`config.mk`:
```
export PLATFORM = sky130hd
export DESIGN_NAME = uart_tx_arbiter
export DESIGN_NICKNAME = d
export VERILOG_FILES = /design/src/rtl/tx_arb_pkg.sv /design/src/rtl/rr_picker.sv /design/src/rtl/uart_tx_arbiter.sv
export SDC_FILE = /design/constraint.sdc
export NUM_CORES = 1
export LEC_CHECK = 0
export ABC_AREA = 1
export CORE_UTILIZATION = 44
export CTS_CLUSTER_DIAMETER = 120
export DETAILED_ROUTE_END_ITERATION = 12
export PLACE_DENSITY = 0.78
export SETUP_SLACK_MARGIN = 0.3
export SYNTH_ARGS = -nofsm -noshare
export SYNTH_HDL_FRONTEND = slang
export SYNTH_HIERARCHICAL = 1
export SYNTH_SLANG_ARGS = --single-unit
```
`constraint.sdc`:
```
create_clock -name clk -period 1.95 [get_ports clk]
set_clock_uncertainty 0.1 [all_clocks]
set_input_delay 0.39 -clock clk [delete_from_list [all_inputs] [get_ports clk]]
set_output_delay 0.39 -clock clk [all_outputs]
set_load 0.05 [all_outputs]
```
`src/rtl/tx_arb_pkg.sv`:
```
// rtl/tx_arb_pkg.sv - shared types and round-robin pick function for the UART transmit arbiter
package tx_arb_pkg;

    localparam int TX_ARB_MAX_N = 8;

    typedef enum logic [2:0] {
        ST_IDLE      = 3'd0,
        ST_HDR       = 3'd1,
        ST_SEND      = 3'd2,
        ST_WAIT_RISE = 3'd3,
        ST_WAIT_FALL = 3'd4
    } tx_arb_state_t;

    // First set bit of req at or after ptr, wrapping modulo n; one-hot result, zero when none.
    function automatic logic [TX_ARB_MAX_N-1:0] rr_pick(
        input logic [TX_ARB_MAX_N-1:0] req,
        input logic [2:0]              ptr,
        input int                      n
    );
        logic [TX_ARB_MAX_N-1:0] pick;
        logic                    found;
        logic [3:0]              idx;
        pick  = '0;
        found = 1'b0;
        for (int k = 0; k < TX_ARB_MAX_N; k++) begin
            idx = {1'b0, ptr} + 4'(k);
            if (idx >= 4'(n)) begin
                idx = idx - 4'(n);
            end
            if ((k < n) && !found && req[idx[2:0]]) begin
                pick[idx[2:0]] = 1'b1;
                found          = 1'b1;
            end
        end
        return pick;
    endfunction

endpackage

```
`src/rtl/rr_picker.sv`:
```
// rtl/rr_picker.sv - combinational round-robin one-hot selector with binary index
module rr_picker #(
    parameter int N_REQ = 4
) (
    input  logic [N_REQ-1:0]         req,
    input  logic [$clog2(N_REQ)-1:0] rr_ptr,
    output logic [N_REQ-1:0]         pick,
    output logic [$clog2(N_REQ)-1:0] pick_idx
);
    import tx_arb_pkg::*;

    localparam int PW = $clog2(N_REQ);

    logic [TX_ARB_MAX_N-1:0] req_w;
    logic [TX_ARB_MAX_N-1:0] pick_w;
    logic [2:0]              ptr_w;

    always_comb begin
        req_w              = '0;
        req_w[N_REQ-1:0]   = req;
        ptr_w              = '0;
        ptr_w[PW-1:0]      = rr_ptr;
        pick_w             = rr_pick(req_w, ptr_w, N_REQ);
        pick               = pick_w[N_REQ-1:0];
        pick_idx           = '0;
        for (int i = 0; i < N_REQ; i++) begin
            if (pick_w[i]) begin
                pick_idx = PW'(i);
            end
        end
    end

endmodule

```
`src/rtl/uart_tx_arbiter.sv`:
```
// rtl/uart_tx_arbiter.sv - round-robin burst arbiter feeding one UART transmitter
// Optional per-burst ID header byte enabled by defining TX_ARB_HEADER_EN.
module uart_tx_arbiter #(
    parameter int N_REQ     = 4,
    parameter int MAX_BURST = 16
`ifdef TX_ARB_HEADER_EN
    ,
    parameter logic [7:0] ID_BASE = 8'h01
`endif
) (
    input  logic               clk,
    input  logic               reset,
    input  logic [N_REQ-1:0]   req,
    input  logic [8*N_REQ-1:0] req_data,
    input  logic [N_REQ-1:0]   req_last,
    output logic [N_REQ-1:0]   req_ack,
    output logic [N_REQ-1:0]   grant,
    output logic               active,
    input  logic               Tx_busy,
    output logic               Tx_start,
    output logic [7:0]         Tx_data
);
    import tx_arb_pkg::*;

    localparam int         PW    = $clog2(N_REQ);
    localparam logic [7:0] MAX_B = 8'(MAX_BURST);

    tx_arb_state_t    state_q, state_d;
    logic [N_REQ-1:0] grant_q, grant_d;
    logic [PW-1:0]    owner_q, owner_d;
    logic [PW-1:0]    rr_ptr_q, rr_ptr_d;
    logic [7:0]       burst_cnt_q, burst_cnt_d;
    logic             last_q, last_d;
    logic             active_q;
    logic [7:0]       tx_data_q;
`ifdef TX_ARB_HEADER_EN
    logic             hdr_q, hdr_d;
`endif

    logic [N_REQ-1:0] pick;
    logic [PW-1:0]    pick_idx;
    logic             owner_req;
    logic [7:0]       owner_data;
    logic             release_now;

    rr_picker #(.N_REQ(N_REQ)) u_picker (
        .req      (req),
        .rr_ptr   (rr_ptr_q),
        .pick     (pick),
        .pick_idx (pick_idx)
    );

    assign owner_req  = req[owner_q];
    assign owner_data = req_data[{owner_q, 3'b000} +: 8];

`ifdef TX_ARB_HEADER_EN
    // After the header the only reason to keep the grant is a payload byte still waiting.
    assign release_now = hdr_q ? !owner_req
                               : (last_q || (burst_cnt_q == MAX_B) || !owner_req);
`else
    assign release_now = last_q || (burst_cnt_q == MAX_B) || !owner_req;
`endif

    always_comb begin
        state_d     = state_q;
        grant_d     = grant_q;
        owner_d     = owner_q;
        rr_ptr_d    = rr_ptr_q;
        burst_cnt_d = burst_cnt_q;
        last_d      = last_q;
        req_ack     = '0;
        Tx_start    = 1'b0;
        Tx_data     = tx_data_q;
`ifdef TX_ARB_HEADER_EN
        hdr_d       = hdr_q;
`endif
        case (state_q)
            ST_IDLE: begin
                // A frame still shifting (e.g. after reset) must finish before any new start.
                if ((|req) && !Tx_busy) begin
                    grant_d     = pick;
                    owner_d     = pick_idx;
                    burst_cnt_d = '0;
`ifdef TX_ARB_HEADER_EN
                    state_d     = ST_HDR;
`else
                    state_d     = ST_SEND;
`endif
                end
            end
`ifdef TX_ARB_HEADER_EN
            ST_HDR: begin
                Tx_start = 1'b1;
                Tx_data  = ID_BASE + 8'(owner_q);
                hdr_d    = 1'b1;
                state_d  = ST_WAIT_RISE;
            end
`endif
            ST_SEND: begin
                Tx_start = 1'b1;
                Tx_data  = owner_data;
                req_ack  = grant_q;
                last_d   = req_last[owner_q];
                if (burst_cnt_q != MAX_B) begin
                    burst_cnt_d = burst_cnt_q + 8'd1;
                end
`ifdef TX_ARB_HEADER_EN
                hdr_d    = 1'b0;
`endif
                state_d  = ST_WAIT_RISE;
            end
            ST_WAIT_RISE: begin
                if (Tx_busy) begin
                    state_d = ST_WAIT_FALL;
                end
            end
            ST_WAIT_FALL: begin
                if (!Tx_busy) begin
                    if (release_now) begin
                        grant_d  = '0;
                        rr_ptr_d = (owner_q == PW'(N_REQ - 1)) ? '0 : owner_q + 1'b1;
                        state_d  = ST_IDLE;
                    end else begin
                        state_d  = ST_SEND;
                    end
                end
            end
            default: state_d = ST_IDLE;
        endcase
    end

    always_ff @(posedge clk or posedge reset) begin
        if (reset) begin
            state_q     <= ST_IDLE;
            grant_q     <= '0;
            owner_q     <= '0;
            rr_ptr_q    <= '0;
            burst_cnt_q <= '0;
            last_q      <= 1'b0;
            active_q    <= 1'b0;
            tx_data_q   <= 8'h00;
`ifdef TX_ARB_HEADER_EN
            hdr_q       <= 1'b0;
`endif
        end else begin
            state_q     <= state_d;
            grant_q     <= grant_d;
            owner_q     <= owner_d;
            rr_ptr_q    <= rr_ptr_d;
            burst_cnt_q <= burst_cnt_d;
            last_q      <= last_d;
            active_q    <= (state_d != ST_IDLE);
            tx_data_q   <= Tx_data;
`ifdef TX_ARB_HEADER_EN
            hdr_q       <= hdr_d;
`endif
        end
    end

    assign grant  = grant_q;
    assign active = active_q;

endmodule

```
==> key figures <==
STA
  – Setup-failing EPs final: 13
  – Slew Viols, Final: 0
  – Setup ws final: -0.1104 ns
  – Fmax: a little under 0.5 GHz
  – Slew Limit Headroom: 0.6857
  – Slew @ Worst Pin: approximately 0.47 ns
  – Tmin final: 2.060 ns
  – Ratio of final minimum period to clock period: 1.057
  – RSZ-0062 raised after global routing: yes
  – Final hold violations: 0

Synthesis
  – Cells after synthesis: 309
  – Area contributors post-synth: dfrtp_1 33%, nand2_1 14%, nand3_1 7.1%
  – Synth Register Bits: 29
  – Top cell type's share of synthesized area: 0.3335
  – EDFF count, synth: 0
  – Ys async rst share: 1.000
  – Largest area contributor in the netlist: dfrtp_1
  – Ys Warns: 6
  – Seq/Total Area, Yosys: 0.3335
  – Synth cell count leaders: 80 x nand2_1, 33 x inv_1, 31 x nand3_1, 30 x nor2_1, 29 x dfrtp_1
  – Syn nets: approximately 360
  – Mean Syn Cell Area: roughly 7 µm²
  – Synth Flop Type: dfrtp_1
  – Unique masters post-synth: 26
  – Count leader, synth: nand2_1
  – Mapped Area: 2176 µm²

Placement
  – Dpl ws: -0.07272 ns
  – Placed insts: approximately 440
  – # port buffers: 60
  – Post-Place Cell Area: between 3000 and 4000 µm²
  – Detailed placement HPWL: approximately 4.6 mm
  – GP Congestion: approximately 0.90

Detailed routing
  – Mean routed wirelength per cell: 14.97 µm
  – Starting DRT DRC Count: roughly 180
  – Via count: between 2000 and 2500
  – Post-Route WL: slightly below 7 mm
  – Via/cell ratio: between 5 and 6
  – TritonRoute pass-1 iters: 4
  – Final routed DRC violation total: 0
  – Antenna viol nets, final: 0

Cells and area
  – Finished Layout Cells: ~460
  – Area grow syn2layout: 64.35%
  – Area used by multi-input combinational logic: between 1500 and 2000 µm²
  – Share of cells above drive strength 1: 0.3426
  – Design Area, Final: between 3000 and 4000 µm²
  – Sequential cell area: about 730 µm²
  – # nets final: ~450
  – Final-layout fill cell count: roughly 350
  – Inserted Diodes: 0

Setup path
  – Worst path depth: 6
  – Crit path kind: flip-flop to output port
  – CP Launch Point: state_q[2]$_DFF_PP0_
  – CP peak stage delay: 0.39 ns
  – RR Startpoint: rr_ptr_q[0]$_DFFE_PP0P_
  – CP startpoint kind: flip-flop
  – FF-to-FF setup slack: 0.01 ns
  – Worst Setup End Kind: output port
  – WP data required: approximately 1.5 ns
  – Largest delay contributor family on the critical path: simple AND/OR/NAND/NOR gates
  – Critical path arrival: 1.57 ns
  – Slowest stage cell, crit path: dfrtp_1
  – Reg2Reg Depth: 13
  – CP Max Fanout: 11
  – Cell chain of the critical path: or2_4 > nor2_8 > buf_8 > nand2_1 > nand2_4 > buf_12
  – Buf/Inv on CP: 2

Floorplanning
  – FP Rows: 25
  – Die Ht: about 72 µm
  – Ports: between 60 and 70
  – Die Wd: approximately 72 µm
  – Initial core utilization: 0.4576
  – Die Area: around 5200 µm²
  – Core outline area: 4755 µm²

Clocking
  – CTS buffer count: 5
  – Clk Tree Root Cell: clkbuf_8
  – CTS H-tree lvls: 2
  – Worst-path clk slew: approximately 0.06 ns
  – Max Root-Sink Buffers: 2
  – CTS tree: built
  – Hold_buf cts: 0
  – Skew-Pair Late Insertion Delay: around 0.28 ns
  – Clk sinks: 29

Global route
  – First-pass GRT wire length: approximately 11 mm
  – Number of global-route vias before repair: 2297
  – Number of antenna violations at the first check in global routing: 0
  – Largest net degree at the start of global routing: 19
  – Total gr overflow: 0
  – GRT Total Usage: 0.2611

Outcome
  – Failing checks: setup timing
  – Outcome: finished, violations left

Power
  – PD cells: roughly 1900 nW/µm²
  – Leakage power: 0.001706 µW
  – Peak VDD IR: 1.066 mV
  – Tot Pwr: around 6900 µW

Hold path
  – Worst min path class: input pin to asynchronous set/reset pin

Flow run
  – # Max-Cap Violations: 0
==> area by class of cell <==
type	count	share of cell area
sequential	29	0.2036
timing repair inverter	1	0.003149
inverter	39	0.04654
tap	67	0.02344
clock buffer	7	0.02694
multi-input combinational	231	0.4241
timing repair buffer	86	0.2708
clock inverter	1	0.001400
==> per-layer routing <==
| layer | up-vias | part of all wire | GRT usage |
|---|---|---|---|
| li1 | 1163 | - | - |
| met1 | 1143 | 0.41 | 0.3111 |
| met2 | 97 | 0.50 | 0.4652 |
| met3 | 18 | 0.077 | 0.07500 |
| met4 | 0 | 0.019 | 0.05664 |
| met5 | - | 0 | 0 |
==> timing repair <==
action,in CTS,in global routing
gates cloned,1,0
setup buffers,12,4
pin swaps,16,11
endpoints found under the setup margin,25,28
gates resized for setup,24,38
==> kinds of logic (layout without fill, tap and decap cells) <==
kind of cell	Yosys count	count (layout)	share of synthesized area
AOI/OAI and AO/OA	40	40	0.09776
xor gates and xnor gates	4	4	0.01610
adders and majority gates	11	11	0.06325
buffers and inverters	49	134	0.1035
DFF	29	29	0.3335
and+or+nand+nor	176	176	0.3859
==> final timing paths <==
path,to
worst min-delay path,owner_q[0]$_DFFE_PP0P_
worst max-delay path,Tx_data[4]
worst max register to register,owner_q[0]$_DFFE_PP0P_
worst min register to register,tx_data_q[6]$_DFF_PP0_
max in group asynchronous,tx_data_q[2]$_DFF_PP0_
min in group clk,tx_data_q[6]$_DFF_PP0_
==> flip-flops by register name, summed over array words and instances, names as in the netlist <==
name         cells
active           1
grant            4
tx_data_q        8
burst_cnt_q      8
rr_ptr_q         2
state_q          3
last_q           1
owner_q          2
==> report_power, final <==
group / switching, µW / leakage [µW] / internal (µW)
registers: 229 / 0.000370 / 861
logic: 3080 / 0.00128 / 2200
clock network: 231 / 0.0000542 / 318
==> per-stage QoR <==
stage,hold WS [ns],setup TNS [ns],utilization
detailed placement,0.4043,-0.1902,0.6518
floorplan,0.3680,0,-
CTS,0.3509,-0.9973,0.7137
global route,0.3717,-2.015,0.7521
finish,0.3472,-1.102,0.7521
global placement,0.4025,-0.05265,0.6518
==> worst reg2reg max path: stages (launching register included) <==
cell      delay (ns)
dfrtp_2         0.47
clkinv_4        0.12
ha_4            0.32
nand3_4         0.11
nand3_4         0.11
nand2_4         0.08
inv_4           0.08
nand2_4         0.07
nor2_4          0.11
nor2_4          0.04
nand2_1         0.06
nand2_1         0.06
nand2_1         0.05
o21ai_1         0.06
==> placed cells by master (no fill, tap or decap), types with 2 or more instances in the layout <==
| cell type | instances |
|---|---|
| nand2_1 | 62 |
| clkdlybuf4s50_1 | 42 |
| dfrtp_1 | 27 |
| inv_1 | 26 |
| nand3_1 | 23 |
| nor2_1 | 23 |
| buf_4 | 23 |
| o21ai_0 | 20 |
| buf_12 | 15 |
| nand2_2 | 14 |
| nand2_4 | 13 |
| o22ai_1 | 10 |
| nor2_4 | 10 |
| nand3_2 | 10 |
| inv_2 | 8 |
| nand4_1 | 7 |
| o21ai_1 | 7 |
| ha_1 | 7 |
| clkbuf_8 | 7 |
| xor2_1 | 4 |
| nand3_4 | 4 |
| buf_6 | 4 |
| or2_2 | 3 |
| inv_4 | 3 |
| or2_4 | 2 |
| inv_8 | 2 |
| nor2_2 | 2 |
| buf_8 | 2 |
| dfrtp_2 | 2 |
| ha_4 | 2 |
| ha_2 | 2 |
Note: power is estimated with default switching activity, not from simulation.
